===== config.mk =====
export PLATFORM = sky130hd
export DESIGN_NAME = alarm_bank
export DESIGN_NICKNAME = d
export VERILOG_FILES = /design/src/rtl/alarm_pkg.sv /design/src/rtl/alarm_bank_tone_gen.sv /design/src/rtl/alarm_bank.sv
export SDC_FILE = /design/constraint.sdc
export NUM_CORES = 1
export LEC_CHECK = 0
export BUFFER_PORTS_ARGS = -buffer_cell sky130_fd_sc_hd__buf_2
export CAP_MARGIN = 5
export CORE_AREA = 2 2 193 195
export CTS_CLUSTER_DIAMETER = 150
export CTS_CLUSTER_SIZE = 40
export DETAILED_ROUTE_END_ITERATION = 16
export DIE_AREA = 0 0 195 197
export HOLD_SLACK_MARGIN = 0.03
export PLACE_DENSITY_LB_ADDON = 0.1
export RECOVER_POWER = 100
export SYNTH_ARGS = -nofsm -noshare
export SYNTH_HDL_FRONTEND = slang
export SYNTH_HIERARCHICAL = 1
export SYNTH_SLANG_ARGS = --single-unit

===== constraint.sdc =====
create_clock -name CLK -period 3.8 [get_ports CLK]
set_input_delay 0.19 -clock CLK [delete_from_list [all_inputs] [get_ports CLK]]
set_output_delay 0.19 -clock CLK [all_outputs]
set_load 0.05 [all_outputs]

===== src/rtl/alarm_pkg.sv =====
`default_nettype none
// ============================================================================
//  Module   : alarm_pkg
//  Purpose  : Shared types, encodings and time-of-day helpers for alarm_bank
//  Revision : 1.0  initial release
// ============================================================================
package alarm_pkg;

  // Ring state machine encoding
  typedef enum logic [1:0] {
    ST_IDLE   = 2'd0,
    ST_RING   = 2'd1,
    ST_SNOOZE = 2'd2
  } ring_state_e;

  // Edit field selector encodings
  localparam logic [1:0] FIELD_SLOT = 2'd0;
  localparam logic [1:0] FIELD_HOUR = 2'd1;
  localparam logic [1:0] FIELD_MIN  = 2'd2;
  localparam logic [1:0] FIELD_SEC  = 2'd3;

  // Time-of-day limits
  localparam logic [6:0] HOURS_PER_DAY = 7'd24;
  localparam logic [6:0] MINS_PER_HOUR = 7'd60;
  localparam logic [6:0] SECS_PER_MIN  = 7'd60;

  // Packed hour/minute/second triple
  typedef struct packed {
    logic [6:0] hour;
    logic [6:0] min;
    logic [6:0] sec;
  } tod_t;

  // Increment with wrap to zero at lim
  function automatic logic [6:0] wrap_inc(input logic [6:0] v, input logic [6:0] lim);
    return (v >= lim - 7'd1) ? 7'd0 : v + 7'd1;
  endfunction

  // Decrement with wrap from zero to lim-1
  function automatic logic [6:0] wrap_dec(input logic [6:0] v, input logic [6:0] lim);
    return (v == 7'd0) ? lim - 7'd1 : v - 7'd1;
  endfunction

  // Add up to 59 minutes to a time of day, carrying into the hour with day wrap
  function automatic tod_t add_minutes(input tod_t t, input logic [6:0] m);
    tod_t       r;
    logic [6:0] s;
    r = t;
    s = t.min + m;
    if (s >= MINS_PER_HOUR) begin
      r.min  = s - MINS_PER_HOUR;
      r.hour = wrap_inc(t.hour, HOURS_PER_DAY);
    end else begin
      r.min  = s;
    end
    return r;
  endfunction

endpackage
`default_nettype wire


===== src/rtl/alarm_bank_tone_gen.sv =====
`default_nettype none
// ============================================================================
//  Module   : tone_gen
//  Purpose  : Piezo square-wave driver; half-period of TONE_DIV clocks,
//             restarts from a low level every time EN rises
//  Revision : 1.0  initial release
// ============================================================================
module tone_gen #(
  parameter int TONE_DIV = 500
) (
  input  logic CLK,
  input  logic RESETN,
  input  logic EN,
  output logic PIEZO
);

  localparam int              CNT_W    = (TONE_DIV > 1) ? $clog2(TONE_DIV) : 1;
  localparam logic [CNT_W-1:0] CNT_LAST = CNT_W'(TONE_DIV - 1);

  logic [CNT_W-1:0] cnt_q, cnt_d;
  logic             tone_q, tone_d;

  // Divider: hold cleared while disabled, toggle the tone at the end of each half-period
  always_comb begin
    cnt_d  = cnt_q;
    tone_d = tone_q;
    if (!EN) begin
      cnt_d  = '0;
      tone_d = 1'b0;
    end else if (cnt_q == CNT_LAST) begin
      cnt_d  = '0;
      tone_d = ~tone_q;
    end else begin
      cnt_d  = cnt_q + CNT_W'(1);
    end
  end

  // Divider registers
  always_ff @(posedge CLK or negedge RESETN) begin
    if (!RESETN) begin
      cnt_q  <= '0;
      tone_q <= 1'b0;
    end else begin
      cnt_q  <= cnt_d;
      tone_q <= tone_d;
    end
  end

  // Gate with EN so the buzzer goes quiet in the same cycle the ring ends
  assign PIEZO = tone_q & EN;

endmodule
`default_nettype wire


===== src/rtl/alarm_bank.sv =====
`default_nettype none
// ============================================================================
//  Module   : alarm_bank
//  Purpose  : N_ALARM alarm slots with field-wise editing, ring/snooze/dismiss
//             state machine and piezo driver
//  Revision : 1.0  initial release
// ============================================================================
module alarm_bank
  import alarm_pkg::*;
#(
  parameter int N_ALARM      = 4,
  parameter int EDIT_STATE   = 2,
  parameter int CLOCK_STATE  = 0,
  parameter int TONE_DIV     = 500,
  parameter int SNOOZE_MIN   = 5,
  parameter int RING_TIMEOUT = 60
) (
  input  logic               CLK,
  input  logic               RESETN,
  input  logic [2:0]         STATE,
  input  logic               UP,
  input  logic               DOWN,
  input  logic               SHIFT,
  input  logic               OK,
  input  logic               SEC_TICK,
  input  logic [6:0]         HOUR,
  input  logic [6:0]         MIN,
  input  logic [6:0]         SEC,
  output logic [6:0]         ARM_HOUR,
  output logic [6:0]         ARM_MIN,
  output logic [6:0]         ARM_SEC,
  output logic [2:0]         SEL_ALARM,
  output logic [1:0]         FIELD_SEL,
  output logic [N_ALARM-1:0] ARM_EN,
  output logic               RINGING,
  output logic [2:0]         RING_ID,
  output logic               PIEZO
);

  localparam logic [2:0] EDIT_CODE   = 3'(EDIT_STATE);
  localparam logic [2:0] CLOCK_CODE  = 3'(CLOCK_STATE);
  localparam logic [2:0] SEL_LAST    = 3'(N_ALARM - 1);
  localparam logic [6:0] SNOOZE_LEN  = 7'(SNOOZE_MIN);
  localparam logic [7:0] TIMEOUT_CNT = 8'(RING_TIMEOUT);

  tod_t               slot_q [N_ALARM];
  tod_t               slot_d [N_ALARM];
  logic [N_ALARM-1:0] en_q, en_d;
  tod_t               work_q, work_d;
  logic [2:0]         sel_q, sel_d;
  logic [1:0]         field_q, field_d;

  ring_state_e        state_q, state_d;
  logic [2:0]         ring_id_q, ring_id_d;
  tod_t               snooze_q, snooze_d;
  logic [7:0]         tmo_q, tmo_d;

  logic               in_edit, in_clock;
  tod_t               now_tod, cur_slot, step_slot;
  logic [2:0]         sel_step;
  logic [N_ALARM-1:0] hit_vec;
  logic               any_hit;
  logic [2:0]         hit_id;

  assign in_edit  = (STATE == EDIT_CODE);
  assign in_clock = (STATE == CLOCK_CODE);
  assign now_tod  = {HOUR, MIN, SEC};

  generate
    for (genvar g = 0; g < N_ALARM; g++) begin : g_match
      assign hit_vec[g] = en_q[g] && (slot_q[g] == now_tod);
    end
  endgenerate

  assign any_hit = |hit_vec;

  // Priority encode the hit vector; scanning downward leaves the lowest index
  always_comb begin
    hit_id = '0;
    for (int i = N_ALARM - 1; i >= 0; i--) begin
      if (hit_vec[i]) hit_id = 3'(i);
    end
  end

  // Selected slot and its UP/DOWN neighbour, used for display and reload
  always_comb begin
    sel_step  = '0;
    cur_slot  = '0;
    step_slot = '0;
    if (UP) sel_step = (sel_q == SEL_LAST) ? 3'd0 : sel_q + 3'd1;
    else    sel_step = (sel_q == 3'd0) ? SEL_LAST : sel_q - 3'd1;
    for (int i = 0; i < N_ALARM; i++) begin
      if (sel_q == 3'(i))    cur_slot  = slot_q[i];
      if (sel_step == 3'(i)) step_slot = slot_q[i];
    end
  end

  // Editing: outside edit mode the working copy shadows the selected slot,
  // so it is already loaded on the first edit-mode cycle
  always_comb begin
    slot_d  = slot_q;
    en_d    = en_q;
    work_d  = work_q;
    sel_d   = sel_q;
    field_d = field_q;
    if (!in_edit) begin
      work_d = cur_slot;
    end else begin
      if (SHIFT) field_d = field_q + 2'd1;
      if (UP ^ DOWN) begin
        case (field_q)
          FIELD_SLOT: begin
            sel_d  = sel_step;
            work_d = step_slot;
          end
          FIELD_HOUR: work_d.hour = UP ? wrap_inc(work_q.hour, HOURS_PER_DAY)
                                       : wrap_dec(work_q.hour, HOURS_PER_DAY);
          FIELD_MIN:  work_d.min  = UP ? wrap_inc(work_q.min, MINS_PER_HOUR)
                                       : wrap_dec(work_q.min, MINS_PER_HOUR);
          FIELD_SEC:  work_d.sec  = UP ? wrap_inc(work_q.sec, SECS_PER_MIN)
                                       : wrap_dec(work_q.sec, SECS_PER_MIN);
          default:    work_d = work_q;
        endcase
      end
      if (OK) begin
        for (int i = 0; i < N_ALARM; i++) begin
          if (sel_q == 3'(i)) begin
            if (field_q == FIELD_SLOT) begin
              en_d[i] = ~en_q[i];
            end else begin
              slot_d[i] = work_q;
              en_d[i]   = 1'b1;
            end
          end
        end
      end
    end
  end

  // Edit-side registers
  always_ff @(posedge CLK or negedge RESETN) begin
    if (!RESETN) begin
      for (int i = 0; i < N_ALARM; i++) slot_q[i] <= '0;
      en_q    <= '0;
      work_q  <= '0;
      sel_q   <= '0;
      field_q <= FIELD_SLOT;
    end else begin
      slot_q  <= slot_d;
      en_q    <= en_d;
      work_q  <= work_d;
      sel_q   <= sel_d;
      field_q <= field_d;
    end
  end

  // Ring state machine: dismiss beats snooze beats timeout; slot hits beat snooze expiry
  always_comb begin
    state_d   = state_q;
    ring_id_d = ring_id_q;
    snooze_d  = snooze_q;
    tmo_d     = tmo_q;
    case (state_q)
      ST_IDLE: begin
        if (SEC_TICK && any_hit) begin
          state_d   = ST_RING;
          ring_id_d = hit_id;
          tmo_d     = '0;
        end
      end
      ST_RING: begin
        if (OK && in_clock) begin
          state_d = ST_IDLE;
        end else if (DOWN && !in_edit) begin
          state_d  = ST_SNOOZE;
          snooze_d = add_minutes(now_tod, SNOOZE_LEN);
        end else if (SEC_TICK) begin
          tmo_d = tmo_q + 8'd1;
          if (tmo_q + 8'd1 == TIMEOUT_CNT) state_d = ST_IDLE;
        end
      end
      ST_SNOOZE: begin
        if (OK && in_clock) begin
          state_d = ST_IDLE;
        end else if (SEC_TICK && any_hit) begin
          state_d   = ST_RING;
          ring_id_d = hit_id;
          tmo_d     = '0;
        end else if (SEC_TICK && (now_tod == snooze_q)) begin
          state_d = ST_RING;
          tmo_d   = '0;
        end
      end
      default: state_d = ST_IDLE;
    endcase
  end

  // Ring-side registers
  always_ff @(posedge CLK or negedge RESETN) begin
    if (!RESETN) begin
      state_q   <= ST_IDLE;
      ring_id_q <= '0;
      snooze_q  <= '0;
      tmo_q     <= '0;
    end else begin
      state_q   <= state_d;
      ring_id_q <= ring_id_d;
      snooze_q  <= snooze_d;
      tmo_q     <= tmo_d;
    end
  end

  tone_gen #(
    .TONE_DIV (TONE_DIV)
  ) u_tone (
    .CLK    (CLK),
    .RESETN (RESETN),
    .EN     (state_q == ST_RING),
    .PIEZO  (PIEZO)
  );

  assign ARM_HOUR  = in_edit ? work_q.hour : cur_slot.hour;
  assign ARM_MIN   = in_edit ? work_q.min  : cur_slot.min;
  assign ARM_SEC   = in_edit ? work_q.sec  : cur_slot.sec;
  assign SEL_ALARM = sel_q;
  assign FIELD_SEL = field_q;
  assign ARM_EN    = en_q;
  assign RINGING   = (state_q == ST_RING);
  assign RING_ID   = ring_id_q;

endmodule
`default_nettype wire


==> results of run 1 <==
path summary, 6_finish.rpt:
| path | slack (ns) | cells after the start | startpoint | end |
|---|---|---|---|---|
| worst max-delay path | 0.23 | 9 | SEL_ALARM[0] | ARM_HOUR[1] |
| worst min-delay path | 0.06 | 2 | SEC_TICK | state_q[1] |
| worst max register to register | 0.49 | 10 | SEL_ALARM[0] | work_q[14] |
| worst min register to register | 0.49 | 1 | u_tone/cnt_q[0] | u_tone/cnt_q[0] |
| max in group asynchronous | 0.90 | 3 | RESETN | snooze_q[13] |
| min in group asynchronous | 0.79 | 2 | RESETN | FIELD_SEL[1] |
kinds of logic after synthesis:
group | share of synthesized area (%)
flops | 36.3
other cells | 0.0346
fa+ha+maj | 2.54
xor+xnor | 10.9
mux | 10.0
compound gates | 19.4
buf+inv | 4.98
simple gates | 15.8
registers in the layout (all words and copies together) (netlist names):
name and flops:
slot_q 84, snooze_q 21, work_q 21, u_tone/cnt_q 9, tmo_q 8, ARM_EN 4
SEL_ALARM 3, FIELD_SEL 2, RING_ID 2, state_q 2, u_tone/tone_q 1
per-layer routing:
layer | GRT usage [%] | vias to the layer above
met2 | 33.4 | 226
met4 | 5.68 | 0
met5 | 0 | -
li1 | - | 4334
met3 | 3.46 | 38
met1 | 29.1 | 4693
synth_stat cells (14+ instances only):
master                     instances
sky130_fd_sc_hd__buf_2            23
sky130_fd_sc_hd__nor3_1           15
sky130_fd_sc_hd__mux2_1           18
sky130_fd_sc_hd__xnor2_1         105
sky130_fd_sc_hd__a21oi_1          50
sky130_fd_sc_hd__mux2_2           67
sky130_fd_sc_hd__nand4_1          28
sky130_fd_sc_hd__o31ai_1          15
sky130_fd_sc_hd__clkbuf_1         63
sky130_fd_sc_hd__a31oi_1          14
sky130_fd_sc_hd__dfrtp_1         157
sky130_fd_sc_hd__nor2_1           76
sky130_fd_sc_hd__xor2_1           26
sky130_fd_sc_hd__o21ai_0          88
sky130_fd_sc_hd__a221oi_1         29
sky130_fd_sc_hd__nand3_1          26
sky130_fd_sc_hd__nand2_1         107
sky130_fd_sc_hd__ha_1             22
sky130_fd_sc_hd__inv_1            20
stage by stage:
stage / setup slack (ns) / util (%) / instance area [um^2] / hold WS (ns)
global placement: 0.775 / 31.8 / 11500 / 0.259
CTS: 0.248 / 33.4 / 12100 / 0.0452
floorplan: 0.320 / - / 10800 / -0.106
finish: 0.229 / 33.2 / 12000 / 0.0570
detailed placement: 0.726 / 31.8 / 11500 / 0.259
global route: 0.0307 / 33.2 / 12000 / 0.0490
power by group through the flow:
stage	sequential (mW)	combinational (mW)	clock, mW
after CTS	2.19	2.33	1.84
final	2.20	2.31	1.79
after global routing	2.23	2.50	1.90
after global placement	2.23	2.30	0
after floorplan	2.18	1.54	0
after detailed placement	2.22	2.32	0
timing repair:
action,CTS,global route
hold buffers,2,0
endpoints found under the hold margin,67,0
resized for setup,0,0
layout make-up:
type	count	share of cell area [%]
Multi-Input combinational cell	910	53.0
Sequential cell	157	32.6
Tap cell	468	4.86
Timing Repair Buffer	92	3.97
Clock buffer	22	3.77
Clock inverter	10	1.15
Inverter	21	0.654
==> results.txt, run 1 <==
- The run finished, with violations left.
- The checks that failed: capacitance limit, slew limit.
* First-pass GRT wire length: 60400 um
- In this run, synthesis produced a sequential element count of around 160.
- Between clock sinks in the finished design, the worst skew comes to 0.0128 ns.
- The number of antenna violations at the first check in global routing came to 0.
- DP Wirelength: 28300 um
- In this run the count of I/O pins placed on the die edge is 66.
* Number of port buffers: 64
* Final critical-path share of the clock period: roughly 94%
- During synthesis, Yosys emitted a total of 6 warnings.
- Remaining antenna violation count: 0
* Period minus WS final: 3.57 ns
- Reg power frac: about a third
* Routed metal-1 wire length: roughly 19000 um
- After floorplanning, the core was divided into 70 placement rows.
* Kind of cell with the highest combined delay on the critical path: simple AND/OR/NAND/NOR gates
* Kind of path behind the tightest hold check: primary input to flop
- The critical path goes through inv_1 -> ha_1 -> nand2b_1 -> buf_4 -> nor2_1 -> o31ai_1 -> nor2_1 -> a21oi_1 -> clkbuf_2.
- Of the cells placed in the final design, the portion with a size suffix greater than 1 is about 15%.
- The top cell types in the final layout, fill and taps aside, are sky130_fd_sc_hd__dfrtp_1 (157), sky130_fd_sc_hd__nand2_1 (107), sky130_fd_sc_hd__xnor2_1 (104).
- The routed layout has 9291 vias.
- In this run switching power makes up between 40% and 50% of total power.
- Summing all flip-flop and latch instances after layout gives 3930 um^2.
- For the worst setup path, the data required time is 3.61 ns.
- At the end of routability-driven placement, the weighted congestion stood at 0.849.
- After synthesis the cells add up to 10800 um^2.
- Lkg Pwr: 5.02 nW
* Cells after synthesis: 1188
* Critical Path Fanout Max: 16
- Maximum count of clock buffers along a single path: 2
- The die covers 38400 um^2.
* Number of hold violations in the final report: 0
- In this run, distinct cell masters in the synthesized netlist total 80.
- Together, buffers and inverters on the worst path number 3.
- Via count of the first global-routing pass: roughly 9100
- The number of nets handed over by synthesis was approximately 1200.
* Dominant cells by area after synthesis: sky130_fd_sc_hd__dfrtp_1 (36%), sky130_fd_sc_hd__xnor2_1 (8.5%), sky130_fd_sc_hd__mux2_2 (7.0%), sky130_fd_sc_hd__o21ai_0 (4.1%), sky130_fd_sc_hd__nand2_1 (3.7%)
- Count of pins over their slew limit: 113
- Counting flops with a built-in enable in the synthesized netlist gives 0.
- The final layout contains routed wiring with a total length of 39400 um.
- Root buffer cell: sky130_fd_sc_hd__clkbuf_16
- Post-detailed-route DRC marker count: 0
- The multi-input combinational cells in the finished layout cover a total of 6380 um^2.
- For this run, the detailed router's first-pass iteration total came to 6.
- At the later pin of the worst-skew pair, clock insertion delay measures 0.44 ns.
- Type of the worst setup path: flop to output port
* CP max-delay cell: sky130_fd_sc_hd__nand2b_1
* Data arrival time of the critical path: 3.38 ns
- TritonCTS clock tree: built
- Max layer used: met4
* Vias per inst: between 5 and 6
- The internal portion of the total power is ~3.7 mW.
- Avg Cell Area, Syn: 9.11 um^2
- The synthesized design spends more area on one cell type than any other, namely sky130_fd_sc_hd__dfrtp_1.
- Combinational share of power: 36.7%
- Once the floorplan was initialized, standard cells occupied 29.8% of the core.
- Num CTS Buffers: 17
* Number of failing setup endpoints in the final timing report: 0
- Diodes inserted: 0
- After synthesis, the share of flip-flops with an asynchronous set or reset is between 90% and 100%.
* Most common cell after layout, fill and taps aside: sky130_fd_sc_hd__dfrtp_1
* Net switching component of the power: 2.58 mW
* Die width: 195 um
* Clock-pin slew on the worst setup and hold paths: 0.07 ns
* Predominant post-synthesis flop cell: sky130_fd_sc_hd__dfrtp_1
- The H-tree was split into 4 levels.
- Number of buffers inserted to repair setup after CTS: 0
- Dividing the detail-routed wire length by the instance count gives 23.5 um.
- The net count of the finished layout is roughly 1300.
* Part of the Yosys area used for sequential elements: between 30 and 40%
- After routing, the total negative slack on setup checks comes to 0 ns.
* Power density of the placed cells: 524 nW/um^2
- Number of sinks on the clock net: between 150 and 200
* Die Span Y: 197 um
- Actual transition at the worst max-transition pin: 1.91 ns
- The area growth from synthesis to layout is 11.3%.
- In this run, the clock network consumes 28.5% of the power.
- Setup repair after global routing left no endpoint under its margin.
* Largest vdd supply drop: 0.282 mV
- For this run, the number of standard cells in the final layout without fillers is approximately 1700.
- STA classifies the critical path startpoint as a flop.
- Maximum capacitance violations: 3
- Detailed routing placed a total of ~1700 um of wire on met3.
- The share of synthesized area in the top cell type comes to 36.3%.
- GRT overflow: 0
- In the detailed route, the total length drawn on met2 is 18400 um.
* Crit path capture type: output port
- Total power for the finished layout comes to 6.31 mW.
- Fill cell count: 3884
* Most common cell on crit path: sky130_fd_sc_hd__nor2_1
- Worst rel slew slack: -27.0%
- Global routing used 20.9% of the available tracks.
* Core Footprint: between 30000 and 40000 um^2
* Initial DRC Count: about 660
- Largest net degree at the start of global routing: 72
* CP peak stage delay: roughly 0.68 ns
- Count of placed standard cells including taps: 1646
- Static timing analysis puts the maximum clock frequency at between 0.2 and 0.3 GHz.
Note: power is estimated with default switching activity, not from simulation.
==> inputs of run 2 (changes only) <==
--- a/config.mk
+++ b/config.mk
@@ -13,7 +13,7 @@
 export DETAILED_ROUTE_END_ITERATION = 16
 export DIE_AREA = 0 0 195 197
 export HOLD_SLACK_MARGIN = 0.03
-export PLACE_DENSITY_LB_ADDON = 0.1
+export PLACE_DENSITY_LB_ADDON = 0.08
 export RECOVER_POWER = 100
 export SYNTH_ARGS = -nofsm -noshare
 export SYNTH_HDL_FRONTEND = slang
==> run 2 against run 1 <==
Effect of this change: the run still ends with capacitance limit, slew limit left; fmax is 0.91% higher; via count is 0.83% higher; power is 3.4% higher; core utilization is 0.21 points higher; global-route usage is 0.64 points higher; count of clock-buffer cells in the layout is 2 lower; non-clock buffer count is 3 higher.
==> results.txt, run 2 (same netlist as run 1, synthesis figures left out) <==
* Cell-by-cell trace of the critical path: inv_1 -> ha_1 -> or2_2 -> nor2_1 -> dlymetal6s2s_1 -> mux2_2
- Hold path start: SEC_TICK
- Core Rows: 70 (unchanged)
* Via count: 9368 (+0.83%)
- The number of antenna violations at the first check in global routing came to 0 (unchanged).
- The critical path required time is 4.13 ns (+0.52 ns).
- Core Footprint: 36300 um^2 (unchanged)
* Root buffer cell: sky130_fd_sc_hd__clkbuf_16
- The number of cells in the design after placement was 1649 (+0.18%).
* Commonest cells after routing, fill and taps aside: sky130_fd_sc_hd__dfrtp_1 (157), sky130_fd_sc_hd__nand2_1 (107), sky130_fd_sc_hd__xnor2_1 (104)
- The largest net degree at the start of global routing was 80 (+11%).
* GRT overflow: 0 (unchanged)
- Actual transition at the worst max-transition pin: 2.79 ns (+0.881 ns)
- Upper clock frequency limit: 0.283 GHz (+0.91%)
* Die Span Y: 197 um (unchanged)
- Maximum count of clock buffers along a single path: 2 (unchanged)
- The worst register-to-register path begins at FIELD_SEL[0].
* Total routing usage reported by global routing: 21.5% (+0.64 points)
* Count of pins over their slew limit: 85 (-25%)
- Number of failing setup endpoints in the final timing report: 0 (unchanged)
* Latest clock arrival within the worst-skew pair: 0.45 ns (about the same)
- Final sum of negative setup slack: 0 ns (unchanged)
- More flip-flops sit in one register than any other, and that register is slot_q.
- Period minus WS final: 3.54 ns (-0.0323 ns)
- Relative to the synthesized area, the layout overhead comes to 12.0%.
* CP max-delay cell: sky130_fd_sc_hd__dlymetal6s2s_1
* Number of hold violations in the final report: 0 (unchanged)
* Most common cell after layout, fill and taps aside: sky130_fd_sc_hd__dfrtp_1
- Worst clock skew: 0.0113 ns (-0.00150 ns)
* Kind of path behind the tightest hold check: primary input to flop
- The count of TritonRoute iterations in the first routing pass came to 5 (-1).
- The layout cell share with drive strength beyond 1 came to 14.7% (-0.53 points).
- The total number of H-tree levels was 4 (unchanged).
- Flip-flop count of the largest register, all copies and words added: 84 (unchanged)
* RSZ-0062 raised after global routing: false
* Worst reg-to-reg setup slack: 0.26 ns (-0.23 ns)
* Leading registers by flop count: slot_q: 84 flops, snooze_q: 21 flops, work_q: 21 flops
- The worst hold path terminates at state_q[1].
* Last weighted congestion value of the routability-driven placer: 0.833 (-1.9%)
* Violated checks: capacitance limit, slew limit
* Worst hold margin: 0.0557 ns (-0.00130 ns)
* Data arrival time of the critical path: 3.87 ns (+0.49 ns)
- The post-CTS repair timing setup buffer count was 0 (unchanged).
- The initial core utilization is 29.8% (unchanged).
* Remaining antenna violation count: 0 (unchanged)
- The number of fillers in the final layout is 3857 (-0.70%).
- The biggest fanout along the worst timing path came to 15 (-1).
* IO Count: 66 (unchanged)
- In this run the worst setup path begins at FIELD_SEL[0].
- Worst reg-to-reg path cell count: 6 (-4)
* TritonCTS clock tree: built
- DP Wirelength: 28800 um (+2.1%)
- The post-detailed-route wirelength per cell is 24.0 um (+2.4%).
* Run status: complete, but fails checks
- The horizontal die dimension was 195 um (unchanged).
- Reg-to-Reg End: slot_q[52]
- The final instance count without filler cells is 1684 (+0.24%).
* Number of cells on the worst hold path: 2 (unchanged)
* Clock-pin slew on the worst setup and hold paths: 0.07 ns (about the same)
- The relative slew slack was -85.7% (-59 points).
- The vias per cell is 5.56 (+0.59%).
* First-pass GRT wire length: 61900 um (+2.5%)
- The count of buffers from port buffering is 64 (unchanged).
* Die area: 38400 um^2 (unchanged)
* Startpoint type of the worst setup path: flop
* Number of sinks on the clock net: 157 (unchanged)
* Maximum capacitance violations: 2 (-1)
- Power density of the placed cells: 538 nW/um^2 (+2.7%)
- Type of the worst setup path: flop to flop
- The number of global-route vias before repair is 9223 (+0.95%).
* Largest vdd supply drop: 0.308 mV (+9.2%)
- Final layout net count: 1255 (+0.24%)
* Post-detailed-route DRC marker count: 0 (unchanged)
- The post-route fraction of the period consumed by the critical path was 93.1% (-0.85 points).
- The total wirelength of the detailed-routed design is 40400 um (+2.6%).
- Crit path capture type: flop
- Initial DRC Count: 820 (+25%)
- CP peak stage delay: 0.90 ns (+0.22 ns)
* Num CTS Buffers: 17 (unchanged)
- Lkg Pwr: 5.05 nW (+0.74%)
-- run 2: changes by cell type in the layout (fill, tap and decap cells not counted), sizes merged --
| cell | delta |
|---|---|
| buf | +2 |
| clkinvlp | -2 |
| clkbuf | -3 |
| bufinv | +1 |
| dlymetal6s2s | +1 |
| diode | +1 |
| clkinv | +2 |
| clkdlybuf4s25 | +1 |
| inv | +1 |
-- run 2: where the power goes --
group | switching [mW] | internal [mW] | total [mW] | leakage, nW
Clock | 0.789 | 1.14 | 1.93 | 0.307
Sequential | 0.323 | 1.86 | 2.18 | 2.14
Combinational | 1.59 | 0.823 | 2.41 | 2.61
-- run 2: critical path, delay by kind of cell (launching register included) --
| kind | cells | cell delay (ns) |
|---|---|---|
| buffers and inverters | 2 | 0.99 |
| and+or+nand+nor | 2 | 1.11 |
| adders and majority gates | 1 | 0.45 |
| muxes | 1 | 0.41 |
| DFF | 1 | 0.44 |
-- run 2: final cells by class --
cell class / count / area, um^2 / area share [%]
inverters: 21 / 78.8 / 0.650
clock inverters: 12 / 184 / 1.52
repair buffers: 95 / 514 / 4.24
well taps: 468 / 586 / 4.83
diodes: 1 / 2.50 / 0.0206
clock buffers: 20 / 457 / 3.77
flip-flops and latches: 157 / 3930 / 32.4
multi-input cells: 910 / 6370 / 52.6
-- run 2: how the worst max path moves through the flow --
stage	to	slack (ns)	cells past startpoint
2_1_floorplan	ARM_MIN[0]	0.32	8
3_3_place_gp	ARM_SEC[0]	0.63	7
3_5_place_dp	ARM_SEC[2]	0.60	9
4_1_cts	ARM_SEC[0]	0.1	7
5_1_grt	work_q[9]	0.15	9
6_report	slot_q[52]	0.26	6
-- run 2: routing by layer --
metal / GRT usage (%) / wire (um) / up-vias
met5: 0 / 0 / -
met4: 5.32 / 556 / 0
met3: 2.99 / 1650 / 34
met2: 35.4 / 19300 / 239
met1: 29.7 / 19000 / 4746
li1: - / - / 4349
-- run 2: what timing repair did --
| item | in CTS | in global routing |
|---|---|---|
| endpoints found under the hold margin | 48 | 0 |
| resized for setup | 0 | 1 |
| hold buffers | 2 | 0 |
| setup endpoints to repair | 0 | 7 |
-- run 2: metrics by stage --
| stage | setup slack, ns | total power, mW | utilization, % | cell area, um^2 |
|---|---|---|---|---|
| floorplan | 0.320 | 3.73 | - | 10800 |
| global placement | 0.631 | 4.61 | 31.8 | 11500 |
| detailed placement | 0.596 | 4.61 | 31.8 | 11500 |
| CTS | 0.0957 | 6.57 | 33.7 | 12200 |
| global route | 0.151 | 6.84 | 33.4 | 12100 |
| finish | 0.262 | 6.52 | 33.4 | 12100 |
